## src/rtl/fighter_controller.sv

```systemverilog
// fighter_controller: per-tick movement, jump physics, attack FSM and
// left-down-right combo detection for one fighter sprite.
//
// Ports:
//   clk, rst_n          system clock, async active-low reset
//   tick                one-clk game-rate enable; all state advances on it
//   btn_left/right/up/down/attack   debounced button levels
//   hit                 struck this tick (level, sampled on tick)
//   x, y                sprite anchor position
//   in_air              airborne flag
//   move_state          00 idle, 01 forward, 10 backward
//   character_state     000 NORMAL, 001 PUNCH, 010 SPECIAL, 100 INJURED
//   mirror              static facing (1 = facing left)
//   special_fired       one-clk pulse after a NORMAL->SPECIAL tick
module fighter_controller #(
  parameter int X_INIT       = 24,
  parameter int Y_GROUND     = 32,
  parameter int X_MIN        = 8,
  parameter int X_MAX        = 88,
  parameter int JUMP_V0      = 6,
  parameter int GRAVITY      = 1,
  parameter int PUNCH_TICKS  = 4,
  parameter int SP_TICKS     = 6,
  parameter int INJ_TICKS    = 5,
  parameter int COMBO_WINDOW = 8,
  parameter bit MIRROR_INIT  = 1'b0
) (
  input  logic       clk,
  input  logic       rst_n,
  input  logic       tick,
  input  logic       btn_left,
  input  logic       btn_right,
  input  logic       btn_up,
  input  logic       btn_down,
  input  logic       btn_attack,
  input  logic       hit,
  output logic [6:0] x,
  output logic [6:0] y,
  output logic       in_air,
  output logic [1:0] move_state,
  output logic [2:0] character_state,
  output logic       mirror,
  output logic       special_fired
);

  typedef enum logic [2:0] {
    S_NORMAL  = 3'b000,
    S_PUNCH   = 3'b001,
    S_SPECIAL = 3'b010,
    S_INJURED = 3'b100
  } act_t;

  typedef enum logic [1:0] {C_IDLE, C_L, C_LD, C_LDR} combo_t;

  localparam logic [6:0]        XINIT_L = 7'(X_INIT);
  localparam logic [6:0]        XMIN_L  = 7'(X_MIN);
  localparam logic [6:0]        XMAX_L  = 7'(X_MAX);
  localparam logic [6:0]        YG_L    = 7'(Y_GROUND);
  localparam logic signed [8:0] YG9_L   = 9'(Y_GROUND);
  localparam logic signed [5:0] V0_L    = 6'(JUMP_V0);
  localparam logic signed [5:0] GRAV_L  = 6'(GRAVITY);
  localparam logic [7:0]        PUNCH_L = 8'(PUNCH_TICKS);
  localparam logic [7:0]        SP_L    = 8'(SP_TICKS);
  localparam logic [7:0]        INJ_L   = 8'(INJ_TICKS);
  localparam logic [7:0]        WIN_L   = 8'(COMBO_WINDOW);

  act_t               act_q, act_d;
  combo_t             combo_q, combo_d;
  logic [7:0]         act_cnt_q, act_cnt_d;
  logic [7:0]         win_cnt_q, win_cnt_d;
  logic [6:0]         x_q, x_d, y_q, y_d;
  logic signed [5:0]  vy_q, vy_d;
  logic               in_air_q, in_air_d;
  logic [1:0]         move_q, move_d;
  logic [4:0]         prev_q;
  logic               fired_q, fire_d;

  logic [4:0]         btn_now, press;
  logic signed [8:0]  ny, vy_ext;

  // bit order: {attack, down, up, right, left}
  assign btn_now = {btn_attack, btn_down, btn_up, btn_right, btn_left};
  assign press   = btn_now & ~prev_q;
  assign vy_ext  = {{3{vy_q[5]}}, vy_q};

  always_comb begin
    act_d     = act_q;
    act_cnt_d = act_cnt_q;
    combo_d   = combo_q;
    win_cnt_d = win_cnt_q;
    x_d       = x_q;
    y_d       = y_q;
    vy_d      = vy_q;
    in_air_d  = in_air_q;
    move_d    = 2'b00;
    fire_d    = 1'b0;
    ny        = '0;

    // action FSM
    case (act_q)
      S_NORMAL: begin
        if (press[4]) begin
          if (combo_q == C_LDR) begin
            act_d     = S_SPECIAL;
            act_cnt_d = SP_L;
            fire_d    = 1'b1;
          end else begin
            act_d     = S_PUNCH;
            act_cnt_d = PUNCH_L;
          end
        end
      end
      S_PUNCH, S_SPECIAL, S_INJURED: begin
        if (act_cnt_q <= 8'd1) begin
          act_d     = S_NORMAL;
          act_cnt_d = '0;
        end else begin
          act_cnt_d = act_cnt_q - 8'd1;
        end
      end
      default: act_d = S_NORMAL;
    endcase
    if (hit) begin
      act_d     = S_INJURED;
      act_cnt_d = INJ_L;
      fire_d    = 1'b0;
    end

    // combo tracker; any attack press (which covers SPECIAL entry) clears it
    if (hit || press[4]) begin
      combo_d   = C_IDLE;
      win_cnt_d = '0;
    end else if (|press[3:0]) begin
      // only a lone expected press advances; a stray left press restarts at C_L
      if (combo_q == C_L && press[3:0] == 4'b1000) begin
        combo_d   = C_LD;
        win_cnt_d = WIN_L;
      end else if (combo_q == C_LD && press[3:0] == 4'b0010) begin
        combo_d   = C_LDR;
        win_cnt_d = WIN_L;
      end else if (press[0]) begin
        combo_d   = C_L;
        win_cnt_d = WIN_L;
      end else begin
        combo_d   = C_IDLE;
        win_cnt_d = '0;
      end
    end else if (combo_q != C_IDLE) begin
      if (win_cnt_q <= 8'd1) begin
        combo_d   = C_IDLE;
        win_cnt_d = '0;
      end else begin
        win_cnt_d = win_cnt_q - 8'd1;
      end
    end

    // walking
    if (act_q == S_NORMAL && (btn_left ^ btn_right)) begin
      if (btn_right) x_d = (x_q >= XMAX_L) ? XMAX_L : x_q + 7'd1;
      else           x_d = (x_q <= XMIN_L) ? XMIN_L : x_q - 7'd1;
      move_d = (btn_right ^ MIRROR_INIT) ? 2'b01 : 2'b10;
    end
    if (act_d != S_NORMAL) move_d = 2'b00;

    // vertical motion: airborne physics run regardless of action state
    if (in_air_q) begin
      ny   = $signed({2'b00, y_q}) - vy_ext;
      vy_d = vy_q - GRAV_L;
      if (ny[8]) begin
        y_d = '0;
      end else if (ny >= YG9_L) begin
        y_d      = YG_L;
        in_air_d = 1'b0;
        vy_d     = '0;
      end else begin
        y_d = ny[6:0];
      end
    end else if (act_q == S_NORMAL && btn_up) begin
      in_air_d = 1'b1;
      vy_d     = V0_L;
    end
  end

  always_ff @(posedge clk or negedge rst_n) begin
    if (!rst_n) begin
      act_q     <= S_NORMAL;
      combo_q   <= C_IDLE;
      act_cnt_q <= '0;
      win_cnt_q <= '0;
      x_q       <= XINIT_L;
      y_q       <= YG_L;
      vy_q      <= '0;
      in_air_q  <= 1'b0;
      move_q    <= 2'b00;
      prev_q    <= '0;
      fired_q   <= 1'b0;
    end else begin
      fired_q <= 1'b0;
      if (tick) begin
        act_q     <= act_d;
        combo_q   <= combo_d;
        act_cnt_q <= act_cnt_d;
        win_cnt_q <= win_cnt_d;
        x_q       <= x_d;
        y_q       <= y_d;
        vy_q      <= vy_d;
        in_air_q  <= in_air_d;
        move_q    <= move_d;
        prev_q    <= btn_now;
        fired_q   <= fire_d;
      end
    end
  end

  assign x               = x_q;
  assign y               = y_q;
  assign in_air          = in_air_q;
  assign move_state      = move_q;
  assign character_state = act_q;
  assign mirror          = MIRROR_INIT;
  assign special_fired   = fired_q;

endmodule

```

## config.mk

```make
export PLATFORM = sky130hd
export DESIGN_NAME = fighter_controller
export DESIGN_NICKNAME = d
export VERILOG_FILES = /design/src/rtl/fighter_controller.sv
export SDC_FILE = /design/constraint.sdc
export NUM_CORES = 1
export LEC_CHECK = 0
export CAP_MARGIN = 20
export CORE_ASPECT_RATIO = 1.2
export CORE_MARGIN = 3
export CORE_UTILIZATION = 35
export CTS_BUF_LIST = sky130_fd_sc_hd__clkbuf_4
export DETAILED_ROUTE_END_ITERATION = 10
export GPL_ROUTABILITY_DRIVEN = 1
export PLACE_DENSITY = 0.54
export SYNTH_ARGS = -nofsm -noshare
export SYNTH_HDL_FRONTEND = slang
export SYNTH_SLANG_ARGS = --single-unit
```

## constraint.sdc

```tcl
create_clock -name clk -period 2.5 [get_ports clk]
set_input_delay 0.375 -clock clk [delete_from_list [all_inputs] [get_ports clk]]
set_output_delay 0.375 -clock clk [all_outputs]
set_load 0.01 [all_outputs]
```

==> flow_summary.json, run 1 <==
{
  "status": "completed",
  "die_y_um": 111,
  "crit_path_end_kind": "flip-flop",
  "grt_use_total_pct": 14.9,
  "place_area_um2": 3740,
  "ys_top_cells_by_area": "dfrtp_1 (36%), ha_1 (6.2%), o21ai_0 (4.9%)",
  "fin_util_pct": 43.3,
  "rsz0062_at_grt": "no",
  "clk_latency_ns": 0.38,
  "syn_to_final_growth_pct": 17.6,
  "coreArea_um2": 8800,
  "drtAntennaViolNets": 0,
  "crit_path_start": "y[0]$_DFFE_PN0P_",
  "drive_gt1_share_pct": 11.8,
  "yosys_register_bits": 50,
  "port_buffers": 29,
  "crit_path_max_fanout": 7,
  "die_area_um2": 10400,
  "irDropWorstVdd_uv": 371,
  "syn_avg_cell_area_um2": 9.04,
  "met1_length_mm": 3.65,
  "instances_no_fill": 515,
  "cpMostUsedCell": "inv_1",
  "power_density_nw_per_um2": 917,
  "crit_path_start_kind": "flip-flop",
  "routed-wl-met2_mm": 3.50,
  "final_cell_mix": "dfrtp_1 (47), o21ai_0 (32), inv_1 (28), clkdlybuf4s50_1 (28), nor2_1 (26)",
  "final_common_cell": "dfrtp_1",
  "wl_per_cell_um": 14.4,
  "required_ns": 2.79,
  "cts_max_level": 2,
  "netlist_instances": 358,
  "synth_flop_cell": "dfrtp_1",
  "worstReg2RegStart": "y[0]$_DFFE_PN0P_",
  "slew_viol_final": 0,
  "wl_met3_um": 227,
  "grt_pass1_vias": 2712,
  "placementRows": 37,
  "drc_errors": 0,
  "tritoncts": "yes",
  "postCtsSetupBuffers": 0,
  "antenna_found_initial": 0,
  "maxCapViolCount": 0,
  "finalCritPeriodShare_pct": 95.5,
  "ys_seq_area_share_pct": 38.8,
  "fmax_ghz": 0.419,
  "crit_type": "flip-flop to flip-flop",
  "ys_warn_count": 0,
  "synthesis.nets": 384,
  "synth_top_area_share_pct": 36.3,
  "min_path_type": "input port to asynchronous set/reset pin",
  "dr_total_vias": 2796,
  "cp.arrival_ns": 2.68,
  "total_power_uw": 3490,
  "grt_pass1_wl_mm": 13.0,
  "leakage_uw": 0.00158,
  "cts-buffers-inserted": 5,
  "start_util_pct": 36.8,
  "synthArstFlopShare_pct": 100,
  "yosysTopAreaCell": "dfrtp_1",
  "post-dp-hpwl_mm": 5.46,
  "dpl.cell_count": 506,
  "final.setup_skew_ns": 0.0255,
  "final-setup-viol-count": 0,
  "wl_mm": 7.44,
  "drtPass1Iterations": 4,
  "nNetsFinal": 423,
  "path_cells": "inv_1 > ha_1 > inv_1 > fa_2 > a211oi_2 > nor3_1 > or3_4 > and2_4 > a32o_1",
  "critPathMaxStageDelay_ns": 0.41,
  "highest_layer": "met4",
  "final-hold-violation-count": 0,
  "design.portCount": 31,
  "grt_max_degree": 23,
  "fillers": 892,
  "fin_crit_ns": 2.39,
  "cts_root_buffer": "clkbuf_4",
  "setup_tns_ns": 0,
  "worstMarginPinSlew_ns": 0.516,
  "cpMaxStageDelayCell": "dfrtp_1",
  "via_per_inst": 5.43,
  "place.gp.congestion": 0.850,
  "drt_iter0_markers": 126,
  "clkTransAtPathRegs_ns": 0.17,
  "max_slew_margin_pct": 65.3,
  "clock_path_buffers": 2,
  "netlist_area_um2": 3240,
  "synth_edf_count": 0,
  "postLayoutCellArea_um2": 3810,
  "synth_cell_types": 68,
  "diodes": 0,
  "clkSinkCount": 50,
  "die_w_um": 93.8,
  "grt_overflow": 0
}
[through the flow]
step	setup WS, ns	hold slack (ns)
floorplan	0.0223	0.0794
global placement	0.128	0.359
detailed placement	0.0632	0.360
CTS	0.0426	0.463
global route	0.0298	0.472
finish	0.114	0.474
[layer usage]
metal / vias up / GRT usage [%]
li1: 1393 / -
met1: 1339 / 20.8
met2: 60 / 24.1
met3: 4 / 2.30
met4: 0 / 3.56
met5: - / 0
[layout make-up]
cell class | count | area (um2) | area share [%]
multi-input cells | 263 | 1810 | 47.5
well taps | 117 | 146 | 3.85
clock buffers | 5 | 37.5 | 0.986
repair buffers | 49 | 438 | 11.5
inverters | 28 | 105 | 2.76
clock inverters | 3 | 16.3 | 0.427
flip-flops and latches | 50 | 1250 | 33.0
[state kept, by name, indices dropped and copies added (netlist names)]
register	flops
in_air	1
special_fired	1
combo_q	2
win_cnt_q	8
y	7
character_state	3
prev_q	5
x	7
act_cnt_q	8
move_state	2
vy_q	6
[timing repair]
item                                    4_1_cts  5_1_grt
endpoints found under the setup margin        0        6
endpoints found under the hold margin        17        0
gates resized for setup                       0        3
hold buffers                                  1        0
[cells in the mapped netlist (3+ instances only)]
| library cell | instances |
|---|---|
| a21oi_1 | 17 |
| a31oi_1 | 6 |
| buf_2 | 4 |
| clkbuf_1 | 10 |
| dfrtp_1 | 47 |
| dfstp_2 | 3 |
| ha_1 | 16 |
| inv_1 | 28 |
| mux2_2 | 4 |
| mux2i_1 | 3 |
| nand2_1 | 21 |
| nand2b_1 | 9 |
| nand3_1 | 9 |
| nor2_1 | 26 |
| nor2b_1 | 11 |
| nor3_1 | 17 |
| nor4_1 | 6 |
| o2111ai_1 | 4 |
| o211ai_1 | 3 |
| o21ai_0 | 32 |
| o221ai_1 | 4 |
| o22ai_1 | 6 |
| o31ai_1 | 3 |
| o41ai_1 | 4 |
| or3_1 | 3 |
| xnor2_1 | 4 |
| xor2_1 | 7 |
[path summary, 6_finish.rpt]
path                                             to  slack [ns]  depth (start not counted)
min in group clk              prev_q[0]$_DFFE_PN0P_        0.52                          1
min reg2reg                   prev_q[0]$_DFFE_PN0P_        0.52                          1
max reg2reg                        y[4]$_DFFE_PN0P_        0.11                          9
max                                y[4]$_DFFE_PN0P_        0.11                          9
min                        win_cnt_q[0]$_DFFE_PN0P_        0.47                          2
max in group asynchronous          x[3]$_DFFE_PN1P_        1.33                          3
[worst max-delay path, delay by kind of cell, from the launching register on]
family | cells | cell delay (ns)
buffers and inverters | 2 | 0.13
AOI/OAI and AO/OA | 2 | 0.50
adders and majority gates | 2 | 0.55
and+or+nand+nor | 3 | 0.70
DFF | 1 | 0.41
[power by group]
| part | internal, uW | leakage (uW) | switching, uW |
|---|---|---|---|
| sequential | 1020 | 0.000646 | 245 |
| combinational | 869 | 0.000902 | 980 |
| clock | 105 | 0.0000286 | 275 |
[logic make-up after synthesis]
logic type                 share of synthesized area, %
muxes                                              2.32
and+or+nand+nor                                    20.6
AOI/OAI and AO/OA                                  22.6
buffers and inverters                              5.53
xor gates and xnor gates                           2.98
DFF                                                38.8
adders and majority gates                          7.11
other                                             0.116
Note: power is estimated with default switching activity, not from simulation.
==> inputs of run 2 (changes only) <==
--- a/config.mk
+++ b/config.mk
@@ -5,13 +5,13 @@
 export SDC_FILE = /design/constraint.sdc
 export NUM_CORES = 1
 export LEC_CHECK = 0
+export ABC_CLOCK_PERIOD_IN_PS = 2500
 export CAP_MARGIN = 20
 export CORE_ASPECT_RATIO = 1.2
 export CORE_MARGIN = 3
 export CORE_UTILIZATION = 35
 export CTS_BUF_LIST = sky130_fd_sc_hd__clkbuf_4
 export DETAILED_ROUTE_END_ITERATION = 10
-export GPL_ROUTABILITY_DRIVEN = 1
 export PLACE_DENSITY = 0.54
 export SYNTH_ARGS = -nofsm -noshare
 export SYNTH_HDL_FRONTEND = slang
==> results of run 2 <==
Same layout as run 1: the final DEF is identical, and so are final timing and power.
==> inputs of run 3 (changes only) <==
--- a/config.mk
+++ b/config.mk
@@ -8,11 +8,12 @@
 export ABC_CLOCK_PERIOD_IN_PS = 2500
 export CAP_MARGIN = 20
 export CORE_ASPECT_RATIO = 1.2
-export CORE_MARGIN = 3
+export CORE_MARGIN = 2
 export CORE_UTILIZATION = 35
 export CTS_BUF_LIST = sky130_fd_sc_hd__clkbuf_4
 export DETAILED_ROUTE_END_ITERATION = 10
 export PLACE_DENSITY = 0.54
+export SLEW_MARGIN = 20
 export SYNTH_ARGS = -nofsm -noshare
 export SYNTH_HDL_FRONTEND = slang
 export SYNTH_SLANG_ARGS = --single-unit
==> flow_summary.json, run 3 (synthesis results as in run 1) <==
{
  "status": "completed",
  "final-setup-viol-count": 0,
  "crit_path_start_kind": "flip-flop",
  "clk_latency_ns": 0.39,
  "tritoncts": "yes",
  "fmax_ghz": 0.421,
  "die_y_um": 109,
  "cp.arrival_ns": 2.66,
  "diodes": 0,
  "drtPass1Iterations": 4,
  "worstReg2RegStart": "y[0]$_DFFE_PN0P_",
  "via_per_inst": 5.32,
  "coreArea_um2": 9030,
  "worstMarginPinSlew_ns": 0.589,
  "die_area_um2": 10000,
  "fin_crit_ns": 2.38,
  "cp_top_family": "simple AND/OR/NAND/NOR gates",
  "clock_path_buffers": 2,
  "cts-buffers-inserted": 5,
  "postLayoutCellArea_um2": 3840,
  "postCtsSetupBuffers": 0,
  "drt_iter0_markers": 161,
  "grt_pass1_vias": 2794,
  "maxCapViolCount": 0,
  "max_slew_margin_pct": 60.7,
  "place.gp.congestion": 0.863,
  "fillers": 936,
  "multiInputGateArea_um2": 1810,
  "critPathMaxStageDelay_ns": 0.41,
  "port_buffers": 29,
  "power_density_nw_per_um2": 917,
  "crit_path_max_fanout": 7,
  "crit_path_end_kind": "flip-flop",
  "largestRegisters": "act_cnt_q: 8 flops, win_cnt_q: 8 flops",
  "slew_viol_final": 0,
  "total_power_uw": 3520,
  "rsz0062_at_grt": "no",
  "crit_type": "flip-flop to flip-flop",
  "cpMaxStageDelayCell": "dfrtp_1",
  "post-dp-hpwl_mm": 5.54,
  "clkTransAtPathRegs_ns": 0.17,
  "cts_max_level": 2,
  "min_path_type": "input port to asynchronous set/reset pin",
  "finalCritPeriodShare_pct": 95.1,
  "nNetsFinal": 426,
  "die_w_um": 91.8,
  "final.setup_skew_ns": 0.0209,
  "grt_use_total_pct": 15.8,
  "place_area_um2": 3770,
  "seq_area_um2": 1250,
  "final-hold-violation-count": 0,
  "clkSinkCount": 50,
  "drtAntennaViolNets": 0,
  "design.portCount": 31,
  "crit_buf_inv": 2,
  "drive_gt1_share_pct": 12.7,
  "syn_to_final_growth_pct": 18.6,
  "placementRows": 38,
  "cts_root_buffer": "clkbuf_4",
  "cpMostUsedCell": "inv_1",
  "setup_tns_ns": 0,
  "grt_max_degree": 26,
  "leakage_uw": 0.00159,
  "wl_per_cell_um": 14.2,
  "wl_mm": 7.38,
  "grt_pass1_wl_mm": 13.0,
  "path_cells": "inv_1 > ha_1 > inv_1 > fa_2 > a211oi_2 > nor3_1 > or3_4 > and2_2 > a32o_1",
  "dr_total_vias": 2770,
  "final_cell_mix": "dfrtp_1 (47), o21ai_0 (32), inv_1 (28), clkdlybuf4s50_1 (28), nor2_1 (26)",
  "antenna_found_initial": 0,
  "crit_path_start": "y[0]$_DFFE_PN0P_",
  "drc_errors": 0,
  "required_ns": 2.78,
  "start_util_pct": 35.8,
  "grt_overflow": 0,
  "irDropWorstVdd_uv": 476,
  "final_common_cell": "dfrtp_1"
}
==> run 3: through the flow <==
step / util [%] / hold slack (ns) / std cells / setup WS, ns
6_report: 42.5 / 0.491 / 521 / 0.122
5_1_grt: 42.5 / 0.514 / 521 / 0.0181
4_1_cts: 42.5 / 0.497 / 521 / 0.0604
3_5_place_dp: 41.7 / 0.406 / 512 / 0.0855
3_3_place_gp: 41.7 / 0.412 / 512 / 0.121
2_1_floorplan: - / 0.0794 / 358 / 0.0223
==> run 3: timing repair <==
action / 4_1_cts / 5_1_grt
resized for setup: 0 / 1
endpoints found under the setup margin: 0 / 5
endpoints found under the hold margin: 22 / 0
hold buffers: 1 / 0
==> run 3: final timing paths <==
kind / end / slack [ns] / cells after the start
worst max-delay path: y[4]$_DFFE_PN0P_ / 0.12 / 9
worst min-delay path: character_state[1]$_DFFE_PN0P_ / 0.49 / 2
worst max register to register: y[4]$_DFFE_PN0P_ / 0.12 / 9
worst min register to register: prev_q[0]$_DFFE_PN0P_ / 0.52 / 1
max in group asynchronous: x[3]$_DFFE_PN1P_ / 1.29 / 3
min in group clk: prev_q[0]$_DFFE_PN0P_ / 0.52 / 1
==> run 3: power breakdown <==
group	internal [uW]	leakage [uW]	total [uW]	switching (uW)
registers	1020	0.000646	1260	243
logic	878	0.000915	1860	978
clock network	113	0.0000278	406	293
total	2010	0.00159	3520	1510
==> run 3: area by class of cell <==
| class | instances | share of cell area (%) |
|---|---|---|
| flip-flops and latches | 50 | 32.7 |
| clock buffers | 5 | 0.978 |
| multi-input cells | 263 | 47.1 |
| inverters | 28 | 2.74 |
| well taps | 120 | 3.91 |
| repair buffers | 52 | 12.0 |
| clock inverters | 3 | 0.619 |
==> run 3: routing by layer <==
layer | share of wire (%) | track usage, % | wire length, um
met1 | 47 | 20.2 | 3470
met2 | 49 | 27.7 | 3620
met3 | 2.3 | 2.47 | 170
met4 | 1.6 | 5.01 | 119
met5 | 0 | 0 | 0
